**src/rtl/m68k_bus_target.sv**
```systemverilog
// 68000 asynchronous-bus target: synchronises the bus strobes into PI_CLK, decodes a window,
// forwards one local request per bus cycle and answers with DTACK (ack) or BERR (timeout).
module m68k_bus_target #(
  parameter logic [23:0] BASE_ADDR = 24'hDE0000,
  parameter logic [23:0] ADDR_MASK = 24'hFF0000,
  parameter int          TIMEOUT   = 16
) (
  input  logic        PI_CLK,
  input  logic        RESET_n,
  input  logic        M68K_CLK,
  input  logic        M68K_AS_n,
  input  logic        M68K_UDS_n,
  input  logic        M68K_LDS_n,
  input  logic        M68K_RW,
  input  logic [2:0]  M68K_FC,
  input  logic [22:0] M68K_A,
  input  logic [15:0] M68K_D_IN,
  output logic [15:0] M68K_D_OUT,
  output logic        M68K_D_OE,
  output logic        M68K_DTACK_n,
  output logic        M68K_BERR_n,
  output logic        LOC_REQ,
  output logic        LOC_WE,
  output logic [22:0] LOC_ADDR,
  output logic [1:0]  LOC_BE,
  output logic [15:0] LOC_WDATA,
  input  logic [15:0] LOC_RDATA,
  input  logic        LOC_ACK,
  output logic [2:0]  dbg_state_o
);

  localparam int CW = $clog2(TIMEOUT + 1);

  typedef enum logic [2:0] {
    S_IDLE   = 3'd0,
    S_DECODE = 3'd1,
    S_WAIT   = 3'd2,
    S_RESP   = 3'd3,
    S_BERR   = 3'd4,
    S_IGNORE = 3'd5
  } state_t;

  state_t        state_q, state_d;
  logic [1:0]    mclk_sync_q, as_sync_q, uds_sync_q, lds_sync_q;
  logic [1:0]    vld_q;
  logic          armed_q, armed_d;
  logic [CW-1:0] cnt_q;
  logic          loc_req_q, loc_we_q;
  logic [22:0]   loc_addr_q;
  logic [1:0]    loc_be_q;
  logic [15:0]   loc_wdata_q, d_out_q;
  logic          d_oe_q, dtack_n_q, berr_n_q;

  logic as_n, ds_low, hit, mclk_fall, expire, issue;

  // Stage 1 is bit 0 (newest sample), stage 2 is bit 1.
  assign as_n      = as_sync_q[1];
  assign ds_low    = ~uds_sync_q[1] | ~lds_sync_q[1];
  assign mclk_fall = mclk_sync_q[1] & ~mclk_sync_q[0];
  assign expire    = mclk_fall && (cnt_q == CW'(TIMEOUT - 1));
  assign hit       = (({M68K_A, 1'b0} & ADDR_MASK) == (BASE_ADDR & ADDR_MASK)) &&
                     (M68K_FC != 3'b111);

  // armed_q demands a genuine high AS sample (synchroniser refilled after reset) before
  // any cycle is accepted, so an AS held low through reset is never taken as a new cycle.
  assign armed_d = armed_q | (vld_q[1] & as_sync_q[1]);

  always_comb begin
    state_d = state_q;
    issue   = 1'b0;
    case (state_q)
      S_IDLE:   if (armed_q && !as_n) state_d = S_DECODE;
      S_DECODE: begin
        if (as_n)         state_d = S_IDLE;
        else if (!hit)    state_d = S_IGNORE;
        else if (ds_low) begin
          issue   = 1'b1;
          state_d = S_WAIT;
        end
      end
      // Abort beats everything; a local ack beats a coinciding timeout.
      S_WAIT: begin
        if (as_n)         state_d = S_IDLE;
        else if (LOC_ACK) state_d = S_RESP;
        else if (expire)  state_d = S_BERR;
      end
      S_RESP, S_BERR, S_IGNORE: if (as_n) state_d = S_IDLE;
      default:  state_d = S_IDLE;
    endcase
  end

  always_ff @(posedge PI_CLK or negedge RESET_n) begin
    if (!RESET_n) begin
      state_q     <= S_IDLE;
      mclk_sync_q <= 2'b11;
      as_sync_q   <= 2'b11;
      uds_sync_q  <= 2'b11;
      lds_sync_q  <= 2'b11;
      vld_q       <= 2'b00;
      armed_q     <= 1'b0;
      cnt_q       <= '0;
      loc_req_q   <= 1'b0;
      loc_we_q    <= 1'b0;
      loc_addr_q  <= '0;
      loc_be_q    <= '0;
      loc_wdata_q <= '0;
      d_out_q     <= '0;
      d_oe_q      <= 1'b0;
      dtack_n_q   <= 1'b1;
      berr_n_q    <= 1'b1;
    end else begin
      state_q     <= state_d;
      mclk_sync_q <= {mclk_sync_q[0], M68K_CLK};
      as_sync_q   <= {as_sync_q[0], M68K_AS_n};
      uds_sync_q  <= {uds_sync_q[0], M68K_UDS_n};
      lds_sync_q  <= {lds_sync_q[0], M68K_LDS_n};
      vld_q       <= {vld_q[0], 1'b1};
      armed_q     <= armed_d;
      loc_req_q   <= issue;
      if (issue) begin
        cnt_q      <= '0;
        loc_we_q   <= ~M68K_RW;
        loc_addr_q <= M68K_A;
        loc_be_q   <= {~uds_sync_q[1], ~lds_sync_q[1]};
        if (!M68K_RW) loc_wdata_q <= M68K_D_IN;
      end else if (state_q == S_WAIT && mclk_fall) begin
        cnt_q <= cnt_q + CW'(1);
      end
      if (state_q == S_WAIT && state_d == S_RESP && !loc_we_q) d_out_q <= LOC_RDATA;
      // Responses are registered from the next state so they track RESP/BERR exactly.
      dtack_n_q <= (state_d != S_RESP);
      berr_n_q  <= (state_d != S_BERR);
      d_oe_q    <= (state_d == S_RESP) && !loc_we_q;
    end
  end

  assign M68K_D_OUT   = d_out_q;
  assign M68K_D_OE    = d_oe_q;
  assign M68K_DTACK_n = dtack_n_q;
  assign M68K_BERR_n  = berr_n_q;
  assign LOC_REQ      = loc_req_q;
  assign LOC_WE       = loc_we_q;
  assign LOC_ADDR     = loc_addr_q;
  assign LOC_BE       = loc_be_q;
  assign LOC_WDATA    = loc_wdata_q;
  assign dbg_state_o  = state_q;

endmodule
```
**config.mk**
```make
export PLATFORM = sky130hd
export DESIGN_NAME = m68k_bus_target
export DESIGN_NICKNAME = d
export VERILOG_FILES = /design/src/rtl/m68k_bus_target.sv
export SDC_FILE = /design/constraint.sdc
export NUM_CORES = 1
export LEC_CHECK = 0
export CAP_MARGIN = 20
export CORE_MARGIN = 5
export CORE_UTILIZATION = 40
export CTS_CLUSTER_DIAMETER = 50
export DETAILED_ROUTE_END_ITERATION = 6
export GPL_ROUTABILITY_DRIVEN = 1
export PLACE_DENSITY = 0.88
export SLEW_MARGIN = 20
export SYNTH_ARGS = -nofsm -noshare
export SYNTH_HDL_FRONTEND = slang
export SYNTH_SLANG_ARGS = --single-unit
```
**constraint.sdc**
```tcl
create_clock -name PI_CLK -period 3.17 [get_ports PI_CLK]
set_input_delay 0.7925 -clock PI_CLK [delete_from_list [all_inputs] [get_ports PI_CLK]]
set_output_delay 0.7925 -clock PI_CLK [all_outputs]
set_load 0.02 [all_outputs]
```
* Yosys cells after proc, flatten, opt, wreduce, memory -nomap -nowiden
Cells that the tools add are included.
W data, S select, Z words.
** Word-level totals
- Bits in registers :: 81
- Bits of input ports :: 66
** Operators by class
- Add/sub/neg operators :: 1
- Eq/ne operators :: 11
- Muxes and demuxes :: 15
- Bitwise gates (word level) :: 8
- Reductions and logical operators :: 13
** Operators with widths (count)
- $mux W3 :: 8
- $pmux W3 S4 :: 1
- $mux W5 :: 2
- $eq A3 B2 Y1 const B :: 3
- $eq A8 B8 Y1 const B :: 1
- $logic_and A1 B1 Y1 :: 7
- $eq A3 B3 Y1 const B :: 2
- $ne A3 B3 Y1 const B :: 2
- $add A5 B1 Y5 const B :: 1
- $eq A5 B4 Y1 const B :: 1
- $mux W1 :: 4
- $not A1 Y1 :: 4
- $eq A3 B1 Y1 const B :: 1
- $logic_not A3 Y1 :: 1
- $ne A3 B2 Y1 const B :: 1
- $reduce_or A3 Y1 :: 1
- $and A1 B1 Y1 :: 2
- $logic_not A1 Y1 :: 2
- $or A1 B1 Y1 :: 2
- $reduce_and A2 Y1 :: 1
- $reduce_bool A2 Y1 :: 1

* Longest topological paths before layout
- Word-level depth :: 10
- Mapped depth :: 8
- Depth with buffers taken out :: 7

* Worst setup path before layout
OpenSTA, ideal clock, no wires.
- Kind :: input port to flip-flop
- Start :: in M68K_A[15]
- End :: reg loc_wdata_q[10], in the netlist LOC_WDATA[10]
- Setup time :: 0.125 ns
- Arrival time :: 2.259 ns
- Data required time :: 3.045 ns
- Path slack :: 0.787 ns
- Cell stages on the path :: 6
- Buffers on the path :: 2
- Cell sequence :: nor4bb_1 nand3_1 or3_1 buf_2 buf_2 mux2_2
** Between the ends
- Longest elaborated chain between the ends :: 6
** RTL lines
- start: declaration :: RTL line 16 : input logic [22:0] M68K_A,
- $eq A8 B8 Y1 :: RTL line 61 : assign hit = (({M68K_A, 1'b0} & ADDR_MASK) == (BASE_ADDR & ADDR_MASK)) &&
- $logic_and A1 B1 Y1 :: RTL line 61
- $mux W1 :: RTL line 75 : else if (!hit) state_d = S_IGNORE;
- $mux W1 :: RTL line 74 : if (as_n) state_d = S_IDLE;
- $mux W1 :: RTL line 71 : case (state_q)
- $reduce_and A2 Y1 (no line)
- end signal: assignment :: RTL line 106 : loc_wdata_q <= '0;
- end signal: assignment :: RTL line 125 : if (!M68K_RW) loc_wdata_q <= M68K_D_IN;
- end: declaration :: RTL line 51 : logic [15:0] loc_wdata_q, d_out_q;
No other way between the ends.
A chain may end at the register's enable or synchronous reset.

* Worst setup path in the final report
- Start :: in M68K_A[18]
- End :: reg loc_wdata_q[2], in the netlist LOC_WDATA[2]
Same word-level chain as after synthesis.

==> reports/metrics.csv <==
stage,metric,value,unit
layout,Diodes inserted,0,
min_path,Hold Startpoint,lds_sync_q[0],
min_path,hold path endpoint,lds_sync_q[1],
power,internal cell power,1.64,mW
clocking,"Clk pin slew, worst setup/hold paths",0.09,ns
route,overall routed net length,7100,um
synthesis,Avg Synthesized Cell Area,15.1,um2
die,Initial Util,40.9,%
power,net switching power,0.493,mW
layout,Filler cells,599,
critical_path,Worst setup EP type,flop,
critical_path,crit path max-delay cell type,or3_1,
timing,Worst Skew,0.0129,ns
route,drt first pass iters,4,
clocking,clock sinks,81,
min_path,Hold WC Path Type,reg -> reg,
min_path,hold path depth,0,
placement,port bufs,130,
critical_path,CP Buf/Inv Count,1,
route,DRT iter0 DRCs,43,
die,Die Span Y,98.6,um
power,switching part of the total power,23.1,%
power,Reg power frac,50.7,%
route,via count,2140,
critical_path,crit path DAT,2.79,ns
timing,final setup violation count,0,
die,chip width,98.6,um
clocking,Root Buffer,clkbuf_8,
power,combinational share of power,9.1,%
grt,largest net degree at the start of global routing,82,
die,die area,0.00973,mm2
grt,first-pass GRT wire length,11600,um
route,via/cell ratio,4.75,
clocking,Post-CTS Setup Bufs,0,
layout,layout cells sized above 1,23.8,%
clocking,CTS Buffer Depth,2,
critical_path,Reg2Reg Depth,8,
route,# DRC,0,
timing,setup tns final,0,ns
layout,cell area after layout,0.00477,mm2
synthesis,syn_nets,276,
grt,GRT overflow,0,
die,Site Rows,32,
clocking,CTS resizes,0,
timing,max-slew violations,0,
synthesis,"flops & latches, synth",81,
layout,Multi-input gate area,0.00105,mm2
power,Power Total,2.13,mW
placement,placer's final routability congestion estimate,0.773,
clocking,total CTS buffers,9,
synthesis,Mapped Cells,208,
timing,Rel. slew slack,52.7,%
critical_path,nature of the critical path startpoint,input pin,
critical_path,crit-path cells,clkdlybuf4s50_1 -> nor4bb_1 -> nand3_1 -> or3_1 -> mux2_2,
timing,period utilization,80.3,%
critical_path,worst r2r src,cnt_q[0],
grt,vias in the first global route,2325,
timing,worst-margin pin slew,0.709,ns
synthesis,Netlist cell types,42,
timing,Hold Fails Final Rpt,0,
timing,Hold WS,0.352,ns
critical_path,r2r endpoint,M68K_D_OUT[0],
critical_path,CP top delay family,simple AND/OR/NAND/NOR gates,
synthesis,"area leader, netlist",dfrtp_1,
critical_path,CP max FO,17,
timing,fmax,0.393,GHz
clocking,clock latency on the worst-skew pair,0.35,ns
timing,RSZ-0062 raised after global routing,no,
placement,post-DP HPWL,5240,um
critical_path,peak per-stage delay on the critical path,0.63,ns
route,Avg WL per Cell,15.7,um
clocking,hold buffer count at CTS,0,
clocking,CTS tree,yes,
power,Cell Pwr Density,446,mW/mm2
placement,Placed Area,0.00454,mm2
die,Core ar.,0.00769,mm2
power,static leakage,2.13,nW
route,Final ANT Viol Nets,0,
layout,nets,412,
critical_path,reg2reg setup slack,0.74,ns
grt,Total Routing Usage GR,15.2,%
synthesis,largest cells by area after synthesis,"dfrtp_1 (57%), mux2_2 (13%), dfstp_2 (8.4%)",
job,max-cap viol count,0,
synthesis,sequential share of the synthesized area,64.9,%
timing,"Min Clock Period, post-route",2.55,ns
synthesis,yosys warns,0,
grt,initial antenna violation count,0,
layout,P&R area growth vs syn,51.8,%
power,maximum VDD drop,229,uV
synthesis,post-synth top area share,56.6,%
die,boundary pin count,131,
critical_path,WP data required,3.41,ns
clocking,H-Tree Depth,3,
layout,register area,0.00204,mm2
outcome,status,finished clean,
power,Clk network pwr share,40.2,%
critical_path,critical path class,in -> reg,
synthesis,Mapped Area,0.00314,mm2
sequential cells by signal (all words and copies together) (netlist names):
| register | flops |
|---|---|
| LOC_ADDR | 23 |
| LOC_WDATA | 16 |
| M68K_D_OUT | 16 |
| cnt_q | 5 |
| dbg_state_o | 3 |
| LOC_BE | 2 |
| as_sync_q | 2 |
| lds_sync_q | 2 |
| mclk_sync_q | 2 |
| uds_sync_q | 2 |
| vld_q | 2 |
| LOC_REQ | 1 |
| LOC_WE | 1 |
| M68K_BERR_n | 1 |
| M68K_DTACK_n | 1 |
| M68K_D_OE | 1 |
| armed_q | 1 |
stage by stage:
step | setup slack (ns) | std cells | util [%]
global route | 0.539 | 451 | 62.0
finish | 0.624 | 451 | 62.0
CTS | 0.645 | 451 | 62.0
floorplan | 0.787 | 208 | -
detailed placement | 0.275 | 435 | 59.0
global placement | 0.306 | 435 | 59.0
metal layers:
layer  GRT usage (%)  routed length [um]  vias up
met3            5.73                 524        9
li1                -                   -      999
met5               0                   0        -
met4            5.36                  85        0
met1            17.6                2720     1065
met2            25.7                3770       67
final cells by class:
| cell class | instances | area share, % |
|---|---|---|
| Sequential cell | 81 | 42.8 |
| Timing Repair Buffer | 133 | 27.8 |
| Multi-Input combinational cell | 118 | 21.9 |
| Tap cell | 102 | 2.68 |
| Clock buffer | 9 | 2.60 |
| Clock inverter | 7 | 2.18 |
| Inverter | 1 | 0.0787 |
power groups by stage:
stage	Sequential, mW	Clock [mW]	Combinational (mW)
floorplan	1.10	0	0.0585
global placement	1.10	0	0.191
detailed placement	1.10	0	0.196
CTS	1.08	0.879	0.197
global route	1.08	0.932	0.211
finish	1.08	0.855	0.194
cell usage in the layout (no fill, tap or decap), types with 6 or more instances in the layout:
cell type and instances:
clkdlybuf4s50_1 129, clkbuf_8 9, nand3_1 6, nand2_1 6, nor2_1 8, dfrtp_1 71
nand2b_1 7, mux2_2 37, mux2_4 10, a21oi_1 6, dfstp_2 10
synth_stat cells (all sizes together):
cell type,n
or2,1
o221a,1
dfstp,10
or4b,1
nor2b,2
a21oi,6
and3b,1
buf,6
ha,2
a21o,1
mux2,47
or2b,2
nand3b,1
clkbuf,2
nand3,6
o31ai,1
nor4,1
and3,2
nand2,6
inv,1
o221ai,1
nand4b,1
o211ai,1
xor2,3
nand4bb,1
or4,1
nor2,8
and4,1
dfrtp,71
nand2b,7
conb,1
nor3b,1
or3,2
and2,2
o21ai,5
nor4bb,1
a311oi,1
worst max-delay path by stage:
stage / start / to / cells past startpoint
6_report: M68K_A[18] / LOC_WDATA[2] / 5
5_1_grt: M68K_A[18] / LOC_WDATA[14] / 5
4_1_cts: M68K_A[18] / LOC_WDATA[2] / 5
3_5_place_dp: M68K_A[18] / LOC_WDATA[2] / 5
3_3_place_gp: M68K_A[18] / LOC_WDATA[13] / 5
2_1_floorplan: M68K_A[15] / LOC_WDATA[10] / 6
cell families (layout without fill, tap and decap cells):
logic type | count (synthesis) | count (layout) | share of synthesized area (%)
muxes | 47 | 47 | 18.0
buffers and inverters | 9 | 150 | 1.79
other | 1 | 1 | 0.119
xor gates and xnor gates | 3 | 3 | 0.836
AOI/OAI and AO/OA | 17 | 17 | 3.66
and+or+nand+nor | 48 | 48 | 9.84
DFF | 81 | 81 | 64.9
adders and majority gates | 2 | 2 | 0.796
(Power assumes the default switching activity.)
